## config.mk

```make
export PLATFORM = sky130hd
export DESIGN_NAME = spi_xfer_scheduler
export DESIGN_NICKNAME = d
export VERILOG_FILES = /design/src/rtl/spi_xfer_scheduler.sv
export SDC_FILE = /design/constraint.sdc
export NUM_CORES = 1
export LEC_CHECK = 0
export ABC_AREA = 0
export BUFFER_PORTS_ARGS = -buffer_cell sky130_fd_sc_hd__buf_2
export CELL_PAD_IN_SITES_DETAIL_PLACEMENT = 1
export CELL_PAD_IN_SITES_GLOBAL_PLACEMENT = 2
export CORE_MARGIN = 3
export CORE_UTILIZATION = 32
export DETAILED_ROUTE_END_ITERATION = 7
export GPL_TIMING_DRIVEN = 0
export MAX_ROUTING_LAYER = met4
export PLACE_DENSITY = 0.75
export SYNTH_ARGS = -nofsm -noshare
export SYNTH_HDL_FRONTEND = slang
export SYNTH_SLANG_ARGS = --single-unit
```

## constraint.sdc

```tcl
create_clock -name clk -period 1.9 [get_ports clk]
set_clock_uncertainty 0.2 [all_clocks]
set_input_delay 0.38 -clock clk [delete_from_list [all_inputs] [get_ports clk]]
set_output_delay 0.38 -clock clk [all_outputs]
set_load 0.03 [all_outputs]
```

## src/rtl/spi_xfer_scheduler.sv

```systemverilog
// Round-robin scheduler sharing one SPI master/slave platform between two byte
// requesters: grant, run until both end flags, return the received byte, then idle gap.
module spi_xfer_scheduler #(
    parameter int GAP_CYC     = 10,
    parameter int TIMEOUT_CYC = 1024,
    parameter int TO_W        = 11
) (
    input  logic       clk,
    input  logic       rst_n,
    input  logic       im_req_a,
    input  logic [7:0] im_txd_a,
    input  logic       im_req_b,
    input  logic [7:0] im_txd_b,
    output logic       om_ack_a,
    output logic       om_ack_b,
    output logic [7:0] om_rdata,
    output logic       om_rvalid_a,
    output logic       om_rvalid_b,
    output logic       om_err,
    output logic       om_busy,
    output logic       om_work_en,
    output logic [7:0] om_data_bus_master,
    input  logic       im_work_end_master,
    input  logic       im_work_end_slave,
    input  logic [7:0] im_data_bus_master
);

    localparam int GAP_W = (GAP_CYC > 1) ? $clog2(GAP_CYC) : 1;
    localparam logic [TO_W-1:0]  TO_LAST  = TO_W'(TIMEOUT_CYC - 1);
    localparam logic [GAP_W-1:0] GAP_LAST = GAP_W'(GAP_CYC - 1);

    typedef enum logic [1:0] {S_IDLE, S_RUN, S_GAP} state_t;

    state_t           r_state, w_state_nxt;
    logic [TO_W-1:0]  r_to_cnt, w_to_cnt_nxt;
    logic [GAP_W-1:0] r_gap_cnt, w_gap_cnt_nxt;
    logic             r_prio_b, w_prio_b_nxt;
    logic             r_owner_b, w_owner_b_nxt;
    logic [7:0]       r_tx, w_tx_nxt;
    logic [7:0]       r_rdata, w_rdata_nxt;
    logic             r_ack_a, w_ack_a_nxt;
    logic             r_ack_b, w_ack_b_nxt;
    logic             r_rvalid_a, w_rvalid_a_nxt;
    logic             r_rvalid_b, w_rvalid_b_nxt;
    logic             r_err, w_err_nxt;
    logic             r_busy, w_busy_nxt;
    logic             r_work_en, w_work_en_nxt;
    logic             w_win_a, w_win_b, w_done;

    // r_prio_b set means B was not granted last, so B wins a tie.
    assign w_win_a = im_req_a & (~im_req_b | ~r_prio_b);
    assign w_win_b = im_req_b & (~im_req_a |  r_prio_b);
    assign w_done  = im_work_end_master & im_work_end_slave;

    always_comb begin
        w_state_nxt    = r_state;
        w_to_cnt_nxt   = r_to_cnt;
        w_gap_cnt_nxt  = r_gap_cnt;
        w_prio_b_nxt   = r_prio_b;
        w_owner_b_nxt  = r_owner_b;
        w_tx_nxt       = r_tx;
        w_rdata_nxt    = r_rdata;
        w_ack_a_nxt    = 1'b0;
        w_ack_b_nxt    = 1'b0;
        w_rvalid_a_nxt = 1'b0;
        w_rvalid_b_nxt = 1'b0;
        w_err_nxt      = 1'b0;
        w_busy_nxt     = r_busy;
        w_work_en_nxt  = r_work_en;
        case (r_state)
            S_IDLE: begin
                if (w_win_a || w_win_b) begin
                    w_tx_nxt      = w_win_a ? im_txd_a : im_txd_b;
                    w_owner_b_nxt = w_win_b;
                    w_prio_b_nxt  = w_win_a;
                    w_ack_a_nxt   = w_win_a;
                    w_ack_b_nxt   = w_win_b;
                    w_work_en_nxt = 1'b1;
                    w_busy_nxt    = 1'b1;
                    w_to_cnt_nxt  = '0;
                    w_state_nxt   = S_RUN;
                end
            end
            S_RUN: begin
                w_to_cnt_nxt = r_to_cnt + TO_W'(1);
                // Completion is checked first so it beats a coincident timeout.
                if (w_done) begin
                    w_rdata_nxt    = im_data_bus_master;
                    w_rvalid_a_nxt = ~r_owner_b;
                    w_rvalid_b_nxt = r_owner_b;
                    w_work_en_nxt  = 1'b0;
                    w_gap_cnt_nxt  = '0;
                    w_state_nxt    = S_GAP;
                end else if (r_to_cnt == TO_LAST) begin
                    w_err_nxt     = 1'b1;
                    w_work_en_nxt = 1'b0;
                    w_gap_cnt_nxt = '0;
                    w_state_nxt   = S_GAP;
                end
            end
            S_GAP: begin
                if (r_gap_cnt != GAP_LAST) begin
                    w_gap_cnt_nxt = r_gap_cnt + GAP_W'(1);
                end else if (!im_work_end_master && !im_work_end_slave) begin
                    w_busy_nxt  = 1'b0;
                    w_state_nxt = S_IDLE;
                end
            end
            default: begin
                w_busy_nxt    = 1'b0;
                w_work_en_nxt = 1'b0;
                w_state_nxt   = S_IDLE;
            end
        endcase
    end

    always_ff @(posedge clk or negedge rst_n) begin
        if (!rst_n) begin
            r_state    <= S_IDLE;
            r_to_cnt   <= '0;
            r_gap_cnt  <= '0;
            r_prio_b   <= 1'b0;
            r_owner_b  <= 1'b0;
            r_tx       <= '0;
            r_rdata    <= '0;
            r_ack_a    <= 1'b0;
            r_ack_b    <= 1'b0;
            r_rvalid_a <= 1'b0;
            r_rvalid_b <= 1'b0;
            r_err      <= 1'b0;
            r_busy     <= 1'b0;
            r_work_en  <= 1'b0;
        end else begin
            r_state    <= w_state_nxt;
            r_to_cnt   <= w_to_cnt_nxt;
            r_gap_cnt  <= w_gap_cnt_nxt;
            r_prio_b   <= w_prio_b_nxt;
            r_owner_b  <= w_owner_b_nxt;
            r_tx       <= w_tx_nxt;
            r_rdata    <= w_rdata_nxt;
            r_ack_a    <= w_ack_a_nxt;
            r_ack_b    <= w_ack_b_nxt;
            r_rvalid_a <= w_rvalid_a_nxt;
            r_rvalid_b <= w_rvalid_b_nxt;
            r_err      <= w_err_nxt;
            r_busy     <= w_busy_nxt;
            r_work_en  <= w_work_en_nxt;
        end
    end

    assign om_ack_a           = r_ack_a;
    assign om_ack_b           = r_ack_b;
    assign om_rdata           = r_rdata;
    assign om_rvalid_a        = r_rvalid_a;
    assign om_rvalid_b        = r_rvalid_b;
    assign om_err             = r_err;
    assign om_busy            = r_busy;
    assign om_work_en         = r_work_en;
    assign om_data_bus_master = r_tx;

endmodule
```

==> results of run 1 <==
[report_power, final]
group          switching (mW)  internal (mW)  total (mW)
combinational            1.09          0.589        1.68
clock                   0.338          0.259       0.597
sequential              0.188           1.20        1.39
[final cells by class]
class                      instances  area (um^2)  area share [%]
timing repair buffer              54          275            11.1
clock buffer                       5         68.8            2.78
buffer                             6         35.0            1.41
clock inverter                     3         21.3           0.859
inverter                           6         22.5           0.909
sequential                        42         1050            42.4
tap                               75         93.8            3.79
multi-input combinational        132          910            36.7
[state kept, by name (all words and copies together) (netlist names)]
| register | count |
|---|---|
| r_to_cnt | 11 |
| om_data_bus_master | 8 |
| om_rdata | 8 |
| r_gap_cnt | 4 |
| r_state | 2 |
| om_ack_a | 1 |
| om_ack_b | 1 |
| om_busy | 1 |
| om_err | 1 |
| om_rvalid_a | 1 |
| om_rvalid_b | 1 |
| om_work_en | 1 |
| r_owner_b | 1 |
| r_prio_b | 1 |
[cells by family (layout without fill, tap and decap cells)]
logic type / count (synthesis) / in the layout / share of synthesized area [%]
xor+xnor: 6 / 6 / 2.65
buf+inv: 12 / 74 / 2.78
simple gates: 69 / 69 / 19.3
flops: 42 / 42 / 53.1
compound gates: 36 / 36 / 10.7
fa+ha+maj: 3 / 3 / 1.90
mux: 18 / 18 / 9.60
[per-stage QoR]
stage | setup slack, ns | util [%]
3_3_place_gp | -0.0136 | 39.2
4_1_cts | 0.0145 | 40.9
5_1_grt | 0.0133 | 41.6
3_5_place_dp | -0.0456 | 39.2
2_1_floorplan | 0.279 | -
6_report | 0.161 | 41.6
[layer usage]
layer	vias to the layer above	global-route usage, %	part of all wire (%)
li1	770	-	-
met3	10	3.43	4.6
met1	799	17.5	43
met5	-	-	0
met4	0	5.61	2.4
met2	34	24.1	50
[Yosys cell counts, types with 2 or more instances]
| cell | count | area share [%] |
|---|---|---|
| nor3b_1 | 2 | 0.76 |
| nor2_1 | 12 | 2.3 |
| nor2b_1 | 5 | 1.6 |
| nand3_1 | 4 | 1.0 |
| nor3_1 | 2 | 0.51 |
| xnor2_1 | 5 | 2.2 |
| a211oi_1 | 3 | 1.1 |
| nand4_1 | 3 | 0.95 |
| o21ai_0 | 17 | 4.3 |
| and2_1 | 2 | 0.63 |
| buf_2 | 5 | 1.3 |
| nor4b_1 | 2 | 0.88 |
| nor2_2 | 2 | 0.63 |
| ha_1 | 3 | 1.9 |
| nand2b_1 | 2 | 0.63 |
| a21oi_1 | 7 | 1.8 |
| inv_1 | 6 | 1.1 |
| dfrtp_1 | 42 | 53 |
| mux2i_1 | 10 | 5.1 |
| mux2_2 | 8 | 4.5 |
| nand2_1 | 23 | 4.4 |
[critical path: stages, from the launching register on]
cell	delay, ns
dfrtp_1	0.40
ha_1	0.22
nand4b_2	0.14
or2_4	0.26
or3_1	0.32
a21oi_2	0.13
[what timing repair did]
item	CTS	global route
setup endpoints to repair	15	19
resized for setup	2	6
pin swaps	0	1
setup buffers	0	2
[worst paths after layout]
path	endpoint	slack, ns	cells past startpoint
max	r_to_cnt[10]	0.16	5
min	r_to_cnt[10]	0.03	1
max reg2reg	r_to_cnt[10]	0.16	5
min reg2reg	om_rvalid_a	0.22	1
max in group asynchronous	r_owner_b	0.88	1
min in group clk	om_rdata[2]	0.11	2
==> impl_results.html, run 1 <==
<table>
<tr><th>Metric</th><th>Value</th></tr>
<tr><th colspan="2">Yosys</th></tr>
<tr><td>Yosys synthesis warning count</td><td>0</td></tr>
<tr><td>Post-synth top flop</td><td>dfrtp_1</td></tr>
<tr><td>Post-synthesis net count</td><td>about 220</td></tr>
<tr><td>Sequential-to-total area share from yosys stat</td><td>between 50 and 60%</td></tr>
<tr><td>Distinct cell type count of the synthesized netlist</td><td>42</td></tr>
<tr><td>Flop and latch count out of synthesis</td><td>42</td></tr>
<tr><td>Share of async-settable or async-resettable flops after synthesis</td><td>100%</td></tr>
<tr><td>Number of enable flip-flop cells after synthesis</td><td>0</td></tr>
<tr><td>Gate count after technology mapping</td><td>186</td></tr>
<tr><td>Avg Inst Size Synth</td><td>10.6 um^2</td></tr>
<tr><td>Netlist Area Pre-Place</td><td>1980 um^2</td></tr>
<tr><th colspan="2">Critical path</th></tr>
<tr><td>Required time of the critical path</td><td>between 1.5 and 2 ns</td></tr>
<tr><td>R2r startpoint</td><td>r_to_cnt[0]</td></tr>
<tr><td>Critical Path AT</td><td>1.77 ns</td></tr>
<tr><td>Source of the critical timing path</td><td>r_to_cnt[0]</td></tr>
<tr><td>Setup Crit Path Kind</td><td>reg2reg</td></tr>
<tr><td>Largest fanout on the critical path</td><td>4</td></tr>
<tr><td>Critical Path Sink Type</td><td>flip-flop</td></tr>
<tr><td>Startpoint type of the worst setup path</td><td>flip-flop</td></tr>
<tr><th colspan="2">Drt</th></tr>
<tr><td>Post-detailed-route count of antenna-violating nets</td><td>0</td></tr>
<tr><td>Avg WL per Cell</td><td>around 15 um</td></tr>
<tr><td>Post-DR vias/cell</td><td>4.99</td></tr>
<tr><td>Number of DRC violations after detailed routing</td><td>0</td></tr>
<tr><td>Routed vias</td><td>about 1600</td></tr>
<tr><td>DR pass1 iterations</td><td>4</td></tr>
<tr><td>Detailed Route Iter0 Violations</td><td>slightly above 70</td></tr>
<tr><td>Total Wirelength</td><td>between 4000 and 5000 um</td></tr>
<tr><th colspan="2">Clock tree</th></tr>
<tr><td># hold bufs at CTS</td><td>0</td></tr>
<tr><td>Number of H-tree levels</td><td>2</td></tr>
<tr><td>Source-to-sink clock delay at the later pin of the worst-skew pair</td><td>just under 0.3 ns</td></tr>
<tr><td>CTS root buf</td><td>clkbuf_8</td></tr>
<tr><td>Clock input transition at the sequential cells of the worst setup and hold paths</td><td>0.09 ns</td></tr>
<tr><td>CTS tree</td><td>done</td></tr>
<tr><td>Number of buffers inserted during clock tree synthesis</td><td>5</td></tr>
<tr><td>Largest buffer count on any clock path</td><td>2</td></tr>
<tr><td>CTS sink count</td><td>42</td></tr>
<tr><th colspan="2">Placement</th></tr>
<tr><td>Routability congestion estimate from global placement</td><td>around 0.70</td></tr>
<tr><td>Number of input and output port buffers inserted</td><td>52</td></tr>
<tr><td>HPWL after DPL</td><td>3510 um</td></tr>
<tr><td>Placed standard-cell area</td><td>2330 um^2</td></tr>
<tr><td>Number of placed instances, taps included</td><td>about 310</td></tr>
<tr><th colspan="2">Floorplan</th></tr>
<tr><td>Width of the die</td><td>around 85 um</td></tr>
<tr><td>Effective utilization at floorplan</td><td>33.3%</td></tr>
<tr><td>Number of rows in the core area</td><td>28</td></tr>
<tr><td>I/O pin cnt</td><td>53</td></tr>
<tr><td>Height of the chip</td><td>around 85 um</td></tr>
<tr><td>Die Area</td><td>between 7000 and 8000 um^2</td></tr>
<tr><td>Area of the placeable core</td><td>approximately 6000 um^2</td></tr>
<tr><th colspan="2">Timing</th></tr>
<tr><td>Final setup violation count</td><td>0</td></tr>
<tr><td>Final-report max-slew violation count</td><td>0</td></tr>
<tr><td>Final hold violation count</td><td>0</td></tr>
<tr><td>Post-Route Setup TNS</td><td>0 ns</td></tr>
<tr><td>Highest Clock Rate</td><td>about 0.58 GHz</td></tr>
<tr><td>Minimum clock period</td><td>roughly 1.7 ns</td></tr>
<tr><td>Slew at the pin with the worst max-slew slack</td><td>0.958 ns</td></tr>
<tr><td>Max-Slew Margin vs Limit</td><td>36.1%</td></tr>
<tr><td>Final Hold Slack</td><td>0.0290 ns</td></tr>
<tr><td>Ratio of final minimum period to clock period</td><td>91.5%</td></tr>
<tr><td>Unrepaired setup endpoints after global routing</td><td>false</td></tr>
<tr><th colspan="2">Power</th></tr>
<tr><td>VDD IR-drop max</td><td>664 uV</td></tr>
<tr><td>Total power per unit cell area</td><td>about 1500 nW/um^2</td></tr>
<tr><td>Leakage Power</td><td>roughly 1.2 nW</td></tr>
<tr><td>Power after layout</td><td>around 3.7 mW</td></tr>
<tr><th colspan="2">Job</th></tr>
<tr><td>Maximum capacitance violations</td><td>0</td></tr>
<tr><th colspan="2">Global routing</th></tr>
<tr><td>Antenna violations before repair</td><td>0</td></tr>
<tr><td>Combined global-route utilization of all metal layers</td><td>roughly 15%</td></tr>
<tr><td>Wire length of the first global-routing pass</td><td>around 8000 um</td></tr>
<tr><td>Remaining global-route overflow</td><td>0</td></tr>
<tr><td>Number of global-route vias before repair</td><td>1700</td></tr>
<tr><td>Pin count of the biggest net entering global routing</td><td>between 40 and 50</td></tr>
<tr><th colspan="2">Cells and area</th></tr>
<tr><td>Final non-filler cell area</td><td>between 2000 and 2500 um^2</td></tr>
<tr><td>Count of antenna diodes in the layout</td><td>0</td></tr>
<tr><td>Filler cells</td><td>727</td></tr>
<tr><td>Layout Area Growth over Synthesis</td><td>25.1%</td></tr>
<tr><td>Fraction of final layout cells with drive strength greater than 1</td><td>36.3%</td></tr>
<tr><td>Cell Count, Final, Fillers Out</td><td>approximately 320</td></tr>
<tr><td>Nets@finish</td><td>280</td></tr>
<tr><td>Top library cells by usage in the layout, fill and taps aside</td><td>56 x buf_2, 42 x dfrtp_1, 22 x nand2_1, 17 x o21ai_0, 12 x nor2_1</td></tr>
<tr><td>Most common cell after layout, fill and taps aside</td><td>buf_2</td></tr>
<tr><th colspan="2">Run status</th></tr>
<tr><td>Status</td><td>finished, final reports clean</td></tr>
<tr><th colspan="2">Hold path</th></tr>
<tr><td>Class of the worst hold path</td><td>in2async</td></tr>
</table>
Power figures use the tool's default switching activity.
==> run 2: changes to the inputs <==
--- a/config.mk
+++ b/config.mk
@@ -7,14 +7,12 @@
 export LEC_CHECK = 0
 export ABC_AREA = 0
 export BUFFER_PORTS_ARGS = -buffer_cell sky130_fd_sc_hd__buf_2
-export CELL_PAD_IN_SITES_DETAIL_PLACEMENT = 1
-export CELL_PAD_IN_SITES_GLOBAL_PLACEMENT = 2
 export CORE_MARGIN = 3
-export CORE_UTILIZATION = 32
+export CORE_UTILIZATION = 52
 export DETAILED_ROUTE_END_ITERATION = 7
 export GPL_TIMING_DRIVEN = 0
 export MAX_ROUTING_LAYER = met4
-export PLACE_DENSITY = 0.75
+export PLACE_DENSITY = 0.76
 export SYNTH_ARGS = -nofsm -noshare
 export SYNTH_HDL_FRONTEND = slang
 export SYNTH_SLANG_ARGS = --single-unit
==> run 2 against run 1 <==
Against the previous run: maximum frequency fell by 1.7%; via count shrank 1.1%; routed wire length down 14%; total power grew 1.9%; sequential power barely moved; critical path depth is the same; cell count decreased by 9.0%; design area fell by 1.4%; first-iteration DRC count rose by 76%; global-route usage grew 5.4 points; die area fell by 36%; combinational power down 2%; critical path type unchanged; highest routed layer unchanged.
==> impl_results.html, run 2 (same netlist as run 1, synthesis figures left out) <==
<table>
<tr><th>Metric</th><th>Value</th></tr>
<tr><th colspan="2">Clock tree</th></tr>
<tr><td>Number of buffers inserted during clock tree synthesis</td><td>5</td></tr>
<tr><td>Clock input transition at the sequential cells of the worst setup and hold paths</td><td>around 0.090 ns</td></tr>
<tr><td>CTS sink count</td><td>42</td></tr>
<tr><td>Largest buffer count on any clock path</td><td>2</td></tr>
<tr><td>Number of H-tree levels</td><td>2</td></tr>
<tr><td>Source-to-sink clock delay at the later pin of the worst-skew pair</td><td>a little under 0.3 ns</td></tr>
<tr><td>CTS root buf</td><td>clkbuf_8</td></tr>
<tr><td>CTS tree</td><td>done</td></tr>
<tr><th colspan="2">Timing</th></tr>
<tr><td>Final worst setup slack</td><td>0.131 ns</td></tr>
<tr><td>Max-Slew Margin vs Limit</td><td>between 40% and 50%</td></tr>
<tr><td>Final setup violation count</td><td>0</td></tr>
<tr><td>Slew at the pin with the worst max-slew slack</td><td>0.890 ns</td></tr>
<tr><td>Post-Route Setup TNS</td><td>0 ns</td></tr>
<tr><td>Final Hold Slack</td><td>around 0.0042 ns</td></tr>
<tr><td>Final-report max-slew violation count</td><td>0</td></tr>
<tr><td>Highest Clock Rate</td><td>between 0.5 and 0.6 GHz</td></tr>
<tr><td>Minimum clock period</td><td>between 1.5 and 2 ns</td></tr>
<tr><td>Final hold violation count</td><td>0</td></tr>
<tr><td>Unrepaired setup endpoints after global routing</td><td>false</td></tr>
<tr><td>Ratio of final minimum period to clock period</td><td>about 93%</td></tr>
<tr><th colspan="2">Cells and area</th></tr>
<tr><td>Most common cell after layout, fill and taps aside</td><td>buf_2</td></tr>
<tr><td>Layout Area Growth over Synthesis</td><td>23.4%</td></tr>
<tr><td>Count of antenna diodes in the layout</td><td>0</td></tr>
<tr><td>Cell Count, Final, Fillers Out</td><td>294</td></tr>
<tr><td>Multi-input combinational cell area</td><td>895 um^2</td></tr>
<tr><td>Register area</td><td>between 1000 and 1500 um^2</td></tr>
<tr><td>Top library cells by usage in the layout, fill and taps aside</td><td>57 x buf_2, 42 x dfrtp_1, 23 x nand2_1, 16 x o21ai_0, 12 x nor2_1</td></tr>
<tr><td>Fraction of final layout cells with drive strength greater than 1</td><td>35.1%</td></tr>
<tr><td>Nets@finish</td><td>280</td></tr>
<tr><td>Filler cells</td><td>approximately 290</td></tr>
<tr><td>Max FFs per register</td><td>11</td></tr>
<tr><td>Register containing the most flip-flops in the final layout</td><td>r_to_cnt</td></tr>
<tr><th colspan="2">Critical path</th></tr>
<tr><td>Buffers and inverters on the worst path</td><td>0</td></tr>
<tr><td>Series of cell instances along the critical path</td><td>ha_1 -&gt; nand4b_2 -&gt; or2_4 -&gt; or3_1 -&gt; a21oi_2</td></tr>
<tr><td>Critical Path Sink Type</td><td>flip-flop</td></tr>
<tr><td>Critical Path AT</td><td>~1.8 ns</td></tr>
<tr><td>Setup Crit Path Kind</td><td>reg2reg</td></tr>
<tr><td>Required time of the critical path</td><td>1.92 ns</td></tr>
<tr><td>Register-to-register path setup slack</td><td>0.13 ns</td></tr>
<tr><td>R2r startpoint</td><td>r_to_cnt[0]</td></tr>
<tr><td>Startpoint type of the worst setup path</td><td>flip-flop</td></tr>
<tr><td>Kind of cell adding the most delay to the critical path</td><td>simple AND/OR/NAND/NOR gates</td></tr>
<tr><td>Endpoint of the worst-slack reg-to-reg timing path</td><td>r_to_cnt[10]</td></tr>
<tr><td>Cell type of the slowest stage on the worst timing path</td><td>dfrtp_1</td></tr>
<tr><td>Count of cells along the worst register-to-register path</td><td>5</td></tr>
<tr><td>CP peak stage delay</td><td>0.40 ns</td></tr>
<tr><td>Largest fanout on the critical path</td><td>4</td></tr>
<tr><th colspan="2">Global routing</th></tr>
<tr><td>Global Route met3 Usage</td><td>a little over 4%</td></tr>
<tr><td>Number of global-route vias before repair</td><td>about 1500</td></tr>
<tr><td>Remaining global-route overflow</td><td>0</td></tr>
<tr><td>Combined global-route utilization of all metal layers</td><td>between 20% and 30%</td></tr>
<tr><td>Pin count of the biggest net entering global routing</td><td>between 40 and 50</td></tr>
<tr><td>Fraction of met1 tracks used by global routing</td><td>about a quarter</td></tr>
<tr><td>M2 GR Usage</td><td>30.5%</td></tr>
<tr><td>Antenna violations before repair</td><td>0</td></tr>
<tr><td>Wire length of the first global-routing pass</td><td>~6700 um</td></tr>
<tr><td>Most utilized layer in the global route result</td><td>met2</td></tr>
<tr><th colspan="2">Floorplan</th></tr>
<tr><td>Number of rows in the core area</td><td>21</td></tr>
<tr><td>Die Area</td><td>around 4600 um^2</td></tr>
<tr><td>Area of the placeable core</td><td>around 3500 um^2</td></tr>
<tr><td>Height of the chip</td><td>about 68 um</td></tr>
<tr><td>Effective utilization at floorplan</td><td>roughly 57%</td></tr>
<tr><td>I/O pin cnt</td><td>53</td></tr>
<tr><td>Width of the die</td><td>approximately 68 um</td></tr>
<tr><th colspan="2">Drt</th></tr>
<tr><td>Number of DRC violations after detailed routing</td><td>0</td></tr>
<tr><td>Routed vias</td><td>about 1600</td></tr>
<tr><td>Total Wirelength</td><td>approximately 4000 um</td></tr>
<tr><td>Post-detailed-route count of antenna-violating nets</td><td>0</td></tr>
<tr><td>DR pass1 iterations</td><td>4</td></tr>
<tr><td>Post-DR vias/cell</td><td>5.43</td></tr>
<tr><td>Avg WL per Cell</td><td>13.8 um</td></tr>
<tr><td>Detailed Route Iter0 Violations</td><td>~130</td></tr>
<tr><th colspan="2">Placement</th></tr>
<tr><td>Number of placed instances, taps included</td><td>about 280</td></tr>
<tr><td>HPWL after DPL</td><td>2910 um</td></tr>
<tr><td>Worst Setup Slack post-DPL</td><td>around 0.019 ns</td></tr>
<tr><td>Number of input and output port buffers inserted</td><td>52</td></tr>
<tr><td>Routability congestion estimate from global placement</td><td>0.857</td></tr>
<tr><th colspan="2">Hold path</th></tr>
<tr><td>Class of the worst hold path</td><td>in2async</td></tr>
<tr><th colspan="2">Power</th></tr>
<tr><td>VDD IR-drop max</td><td>between 800 and 900 uV</td></tr>
<tr><td>Leakage Power</td><td>between 1 and 1.5 nW</td></tr>
<tr><td>Power after layout</td><td>between 3 and 4 mW</td></tr>
<tr><td>Total power per unit cell area</td><td>between 1500 and 2000 nW/um^2</td></tr>
<tr><th colspan="2">Job</th></tr>
<tr><td>Maximum capacitance violations</td><td>0</td></tr>
<tr><th colspan="2">Run status</th></tr>
<tr><td>Status</td><td>finished, final reports clean</td></tr>
</table>
==> run 2: cell count changes in the layout (fill, tap and decap cells not counted), sizes merged <==
cell,before,now
clkinv,2,0
bufinv,0,1
buf,59,60
==> run 2: worst max-delay path by stage <==
stage	to	start	slack [ns]	cells after the start
floorplan	r_to_cnt[10]	r_to_cnt[0]	0.28	5
global placement	om_data_bus_master[5]	r_state[1]	0.05	7
detailed placement	om_data_bus_master[6]	r_state[1]	0.02	7
CTS	om_data_bus_master[3]	r_state[1]	0.0008	7
global route	om_busy	r_state[1]	0.03	6
finish	r_to_cnt[10]	r_to_cnt[0]	0.13	5
==> run 2: metrics by stage <==
stage	area [um^2]	util, %
after floorplan	1980	-
after global placement	2300	65.8
after detailed placement	2300	65.8
after CTS	2410	68.9
after global routing	2440	69.9
final	2440	69.9
==> run 2: final cells by class <==
class	count	area share, %
multi-input cells	132	36.6
clock buffers	6	2.97
well taps	46	2.36
flip-flops and latches	42	43.0
repair buffers	54	11.3
inverters	6	0.922
plain buffers	6	1.33
clock inverters	2	1.54
==> run 2: routing by layer <==
metal	wire [um]	share of wire, %	up-vias
met5	0	0	-
met4	88	2.2	0
met3	213	5.3	11
met2	1870	46	52
met1	1880	46	756
li1	-	-	776
==> run 2: timing repair <==
action | 4_1_cts | 5_1_grt
hold buffers | 0 | 0
endpoints found under the setup margin | 0 | 18
setup buffers | 0 | 2
gates resized for setup | 0 | 5
==> run 2: report_power, final <==
| group | switching (mW) | internal, mW |
|---|---|---|
| Clock | 0.303 | 0.392 |
| Combinational | 1.06 | 0.575 |
| Sequential | 0.198 | 1.20 |
==> run 3: changes to the inputs <==
--- a/config.mk
+++ b/config.mk
@@ -5,7 +5,7 @@
 export SDC_FILE = /design/constraint.sdc
 export NUM_CORES = 1
 export LEC_CHECK = 0
-export ABC_AREA = 0
+export ABC_AREA = 1
 export BUFFER_PORTS_ARGS = -buffer_cell sky130_fd_sc_hd__buf_2
 export CORE_MARGIN = 3
 export CORE_UTILIZATION = 52
==> run 3 against run 2 <==
Against the previous run: worst hold slack improved by 0.0066 ns; critical path depth rose by 3; global-route usage rose by 0.18 points; critical endpoint is now r_gap_cnt[1]; synthesized area rose by 1.6%; register-to-register slack improved by 0.08 ns; cell count rose by 14%; combinational power fell by 4%; clock power fell by 0.9%; clock-buffer cell count rose by 1.
==> impl_results.html, run 3 <==
<table>
<tr><th>Metric</th><th>Value</th></tr>
<tr><th colspan="2">Run status</th></tr>
<tr><td>Status</td><td>finished, final reports clean</td></tr>
<tr><th colspan="2">Placement</th></tr>
<tr><td>Number of input and output port buffers inserted</td><td>52</td></tr>
<tr><td>HPWL after DPL</td><td>~3000 um</td></tr>
<tr><td>Routability congestion estimate from global placement</td><td>slightly below 0.9</td></tr>
<tr><td>Placed standard-cell area</td><td>roughly 2300 um^2</td></tr>
<tr><td>Number of placed instances, taps included</td><td>326</td></tr>
<tr><th colspan="2">Global routing</th></tr>
<tr><td>Number of global-route vias before repair</td><td>1542</td></tr>
<tr><td>Combined global-route utilization of all metal layers</td><td>around 20%</td></tr>
<tr><td>Remaining global-route overflow</td><td>0</td></tr>
<tr><td>Pin count of the biggest net entering global routing</td><td>between 40 and 50</td></tr>
<tr><td>Wire length of the first global-routing pass</td><td>6850 um</td></tr>
<tr><td>Antenna violations before repair</td><td>0</td></tr>
<tr><td>Global Route met3 Usage</td><td>about 4.9%</td></tr>
<tr><td>Most utilized layer in the global route result</td><td>met2</td></tr>
<tr><td>Fraction of met1 tracks used by global routing</td><td>27.3%</td></tr>
<tr><td>M2 GR Usage</td><td>a little under a third</td></tr>
<tr><th colspan="2">Clock tree</th></tr>
<tr><td>Clock input transition at the sequential cells of the worst setup and hold paths</td><td>0.08 ns</td></tr>
<tr><td>CTS root buf</td><td>clkbuf_8</td></tr>
<tr><td>Count of cells resized by post-cts repair</td><td>0</td></tr>
<tr><td>Number of buffers inserted during clock tree synthesis</td><td>5</td></tr>
<tr><td>CTS tree</td><td>done</td></tr>
<tr><td>Source-to-sink clock delay at the later pin of the worst-skew pair</td><td>approximately 0.29 ns</td></tr>
<tr><td>CTS sink count</td><td>42</td></tr>
<tr><td># hold bufs at CTS</td><td>0</td></tr>
<tr><td>Largest buffer count on any clock path</td><td>2</td></tr>
<tr><td>Post-CTS Setup Repair Bufs</td><td>0</td></tr>
<tr><td>Number of H-tree levels</td><td>2</td></tr>
<tr><th colspan="2">Drt</th></tr>
<tr><td>Number of DRC violations after detailed routing</td><td>0</td></tr>
<tr><td>Detailed Route Iter0 Violations</td><td>about 140</td></tr>
<tr><td>Post-detailed-route count of antenna-violating nets</td><td>0</td></tr>
<tr><td>Avg WL per Cell</td><td>between 10 and 15 um</td></tr>
<tr><td>Post-DR vias/cell</td><td>around 5</td></tr>
<tr><td>Routed vias</td><td>between 1500 and 2000</td></tr>
<tr><td>DR pass1 iterations</td><td>5</td></tr>
<tr><td>Total Wirelength</td><td>just over 4000 um</td></tr>
<tr><th colspan="2">Yosys</th></tr>
<tr><td>Post-synth top flop</td><td>dfrtp_1</td></tr>
<tr><td>Netlist Area Pre-Place</td><td>approximately 2000 um^2</td></tr>
<tr><td>Yosys synthesis warning count</td><td>0</td></tr>
<tr><td>Avg Inst Size Synth</td><td>~8.8 um^2</td></tr>
<tr><td>Post-synthesis net count</td><td>roughly 260</td></tr>
<tr><td>Dominant cell by count in the synthesized netlist</td><td>nand2_1</td></tr>
<tr><td>Gate count after technology mapping</td><td>about 230</td></tr>
<tr><td>Synth area leader</td><td>dfrtp_1</td></tr>
<tr><td>Sequential-to-total area share from yosys stat</td><td>a little over half</td></tr>
<tr><td>Area share of the largest cell type after synthesis</td><td>about 52%</td></tr>
<tr><td>Share of async-settable or async-resettable flops after synthesis</td><td>100%</td></tr>
<tr><td>Synth cell count leaders</td><td>52 x nand2_1, 42 x dfrtp_1, 28 x nor2_1, 24 x nand3_1, 17 x inv_1</td></tr>
<tr><td>Distinct cell type count of the synthesized netlist</td><td>29</td></tr>
<tr><td>Ranking of synthesized cells by area</td><td>dfrtp_1 52%, nand2_1 9.7%, nand3_1 6.0%</td></tr>
<tr><td>Number of enable flip-flop cells after synthesis</td><td>0</td></tr>
<tr><td>Flop and latch count out of synthesis</td><td>42</td></tr>
<tr><th colspan="2">Power</th></tr>
<tr><td>Leakage Power</td><td>1.26 nW</td></tr>
<tr><td>Total power per unit cell area</td><td>roughly 1500 nW/um^2</td></tr>
<tr><td>VDD IR-drop max</td><td>between 800 and 900 uV</td></tr>
<tr><th colspan="2">Floorplan</th></tr>
<tr><td>Effective utilization at floorplan</td><td>a little under three fifths</td></tr>
<tr><td>Area of the placeable core</td><td>about 3500 um^2</td></tr>
<tr><td>Width of the die</td><td>a little under 70 um</td></tr>
<tr><td>Height of the chip</td><td>about 68 um</td></tr>
<tr><td>Die Area</td><td>~4700 um^2</td></tr>
<tr><td>I/O pin cnt</td><td>53</td></tr>
<tr><td>Number of rows in the core area</td><td>21</td></tr>
<tr><th colspan="2">Critical path</th></tr>
<tr><td>Critical Path AT</td><td>roughly 1.7 ns</td></tr>
<tr><td>CP peak stage delay</td><td>between 0.4 and 0.5 ns</td></tr>
<tr><td>Cell type of the slowest stage on the worst timing path</td><td>dfrtp_1</td></tr>
<tr><td>Critical Path Sink Type</td><td>flip-flop</td></tr>
<tr><td>Register-to-register path setup slack</td><td>0.21 ns</td></tr>
<tr><td>Setup Crit Path Kind</td><td>reg2reg</td></tr>
<tr><td>Series of cell instances along the critical path</td><td>ha_1 -&gt; nand3_2 -&gt; nor2_4 -&gt; nand3_2 -&gt; nand2_4 -&gt; nand2_2 -&gt; nand2_1 -&gt; nand2_1</td></tr>
<tr><td>R2r startpoint</td><td>r_to_cnt[0]</td></tr>
<tr><td>Startpoint type of the worst setup path</td><td>flip-flop</td></tr>
<tr><td>Required time of the critical path</td><td>around 1.9 ns</td></tr>
<tr><td>Endpoint of the worst-slack reg-to-reg timing path</td><td>r_gap_cnt[1]</td></tr>
<tr><td>Largest fanout on the critical path</td><td>8</td></tr>
<tr><td>Count of cells along the worst register-to-register path</td><td>8</td></tr>
<tr><td>Source of the critical timing path</td><td>r_to_cnt[0]</td></tr>
<tr><th colspan="2">Cells and area</th></tr>
<tr><td>Cell Count, Final, Fillers Out</td><td>roughly 330</td></tr>
<tr><td>Layout Area Growth over Synthesis</td><td>21.1%</td></tr>
<tr><td>Count of antenna diodes in the layout</td><td>0</td></tr>
<tr><td>Final non-filler cell area</td><td>~2400 um^2</td></tr>
<tr><td>Max FFs per register</td><td>11</td></tr>
<tr><td>Fraction of final layout cells with drive strength greater than 1</td><td>28.1%</td></tr>
<tr><td>Top library cells by usage in the layout, fill and taps aside</td><td>54 x buf_2, 52 x nand2_1, 42 x dfrtp_1, 28 x nor2_1, 24 x nand3_1</td></tr>
<tr><td>Most common cell after layout, fill and taps aside</td><td>buf_2</td></tr>
<tr><td>Register area</td><td>roughly 1100 um^2</td></tr>
<tr><td>Multi-input combinational cell area</td><td>850 um^2</td></tr>
<tr><td>Filler cells</td><td>291</td></tr>
<tr><td>Nets@finish</td><td>320</td></tr>
<tr><td>Register containing the most flip-flops in the final layout</td><td>r_to_cnt</td></tr>
<tr><th colspan="2">Timing</th></tr>
<tr><td>Final hold violation count</td><td>0</td></tr>
<tr><td>Final-report max-slew violation count</td><td>0</td></tr>
<tr><td>Final setup violation count</td><td>0</td></tr>
<tr><td>Post-Route Setup TNS</td><td>0 ns</td></tr>
<tr><td>Minimum clock period</td><td>~1.7 ns</td></tr>
<tr><td>Max-Slew Margin vs Limit</td><td>40.2%</td></tr>
<tr><td>Unrepaired setup endpoints after global routing</td><td>false</td></tr>
<tr><td>Highest Clock Rate</td><td>0.593 GHz</td></tr>
<tr><td>Ratio of final minimum period to clock period</td><td>just under 90%</td></tr>
<tr><td>Slew at the pin with the worst max-slew slack</td><td>0.897 ns</td></tr>
<tr><th colspan="2">Job</th></tr>
<tr><td>Maximum capacitance violations</td><td>0</td></tr>
<tr><th colspan="2">Hold path</th></tr>
<tr><td>Class of the worst hold path</td><td>in2async</td></tr>
</table>
run 3: changes by cell type after synthesis, sizes merged, moves of 3 or more:
cell,delta
a21oi,-5
nor2b,-5
nor2,+18
a211oi,-3
a31oi,+8
nand3,+21
nand2,+34
inv,+17
xnor2,-4
o21ai,-9
mux2i,-10
run 3: cells by family (layout without fill, tap and decap cells):
family / Yosys count / count (layout) / share of synthesized area, %
multiplexers: 8 / 8 / 4.48
adder cells (fa/ha/maj): 3 / 3 / 1.87
AO/OA/AOI/OAI: 22 / 22 / 6.53
AND/OR/NAND/NOR: 123 / 123 / 28.0
buffers and inverters: 27 / 87 / 5.53
XOR/XNOR: 3 / 3 / 1.31
flip-flops: 42 / 42 / 52.2
run 3: worst max-delay path by stage:
| stage | end | slack, ns |
|---|---|---|
| floorplan | r_gap_cnt[0] | 0.39 |
| global placement | r_gap_cnt[0] | 0.23 |
| detailed placement | r_gap_cnt[1] | 0.21 |
| CTS | r_gap_cnt[1] | 0.21 |
| global route | r_gap_cnt[2] | 0.06 |
| finish | r_gap_cnt[1] | 0.21 |
run 3: worst max-delay path: cells and delay by family (launching register included):
kind,cells,cell delay (ns)
fa+ha+maj,1,0.25
flops,1,0.43
simple gates,7,0.69
run 3: power by group:
group          internal (mW)  switching [mW]
registers               1.19           0.192
clock network          0.393           0.296
logic                  0.495            1.09
run 3: per-stage QoR:
| stage | power (mW) | setup slack (ns) | util [%] | hold slack (ns) |
|---|---|---|---|---|
| floorplan | 2.54 | 0.392 | - | -0.116 |
| global placement | 2.97 | 0.225 | 66.2 | 0.207 |
| detailed placement | 3.00 | 0.212 | 66.2 | 0.212 |
| CTS | 3.70 | 0.210 | 69.2 | 0.0506 |
| global route | 3.91 | 0.0631 | 69.2 | 0.0766 |
| finish | 3.66 | 0.213 | 69.2 | 0.0108 |
run 3: area by class of cell:
cell class | instances | share of cell area [%]
Timing Repair Buffer | 52 | 10.7
Tap cell | 46 | 2.36
Clock buffer | 7 | 3.13
Buffer | 4 | 1.03
Clock inverter | 1 | 1.23
Sequential cell | 42 | 43.1
Multi-Input combinational cell | 159 | 34.9
Inverter | 23 | 3.54
run 3: routing by layer:
| layer | wire length (um) | vias to the layer above |
|---|---|---|
| met4 | 41 | 0 |
| met5 | 0 | - |
| li1 | - | 861 |
| met2 | 1920 | 38 |
| met3 | 197 | 5 |
| met1 | 1870 | 790 |
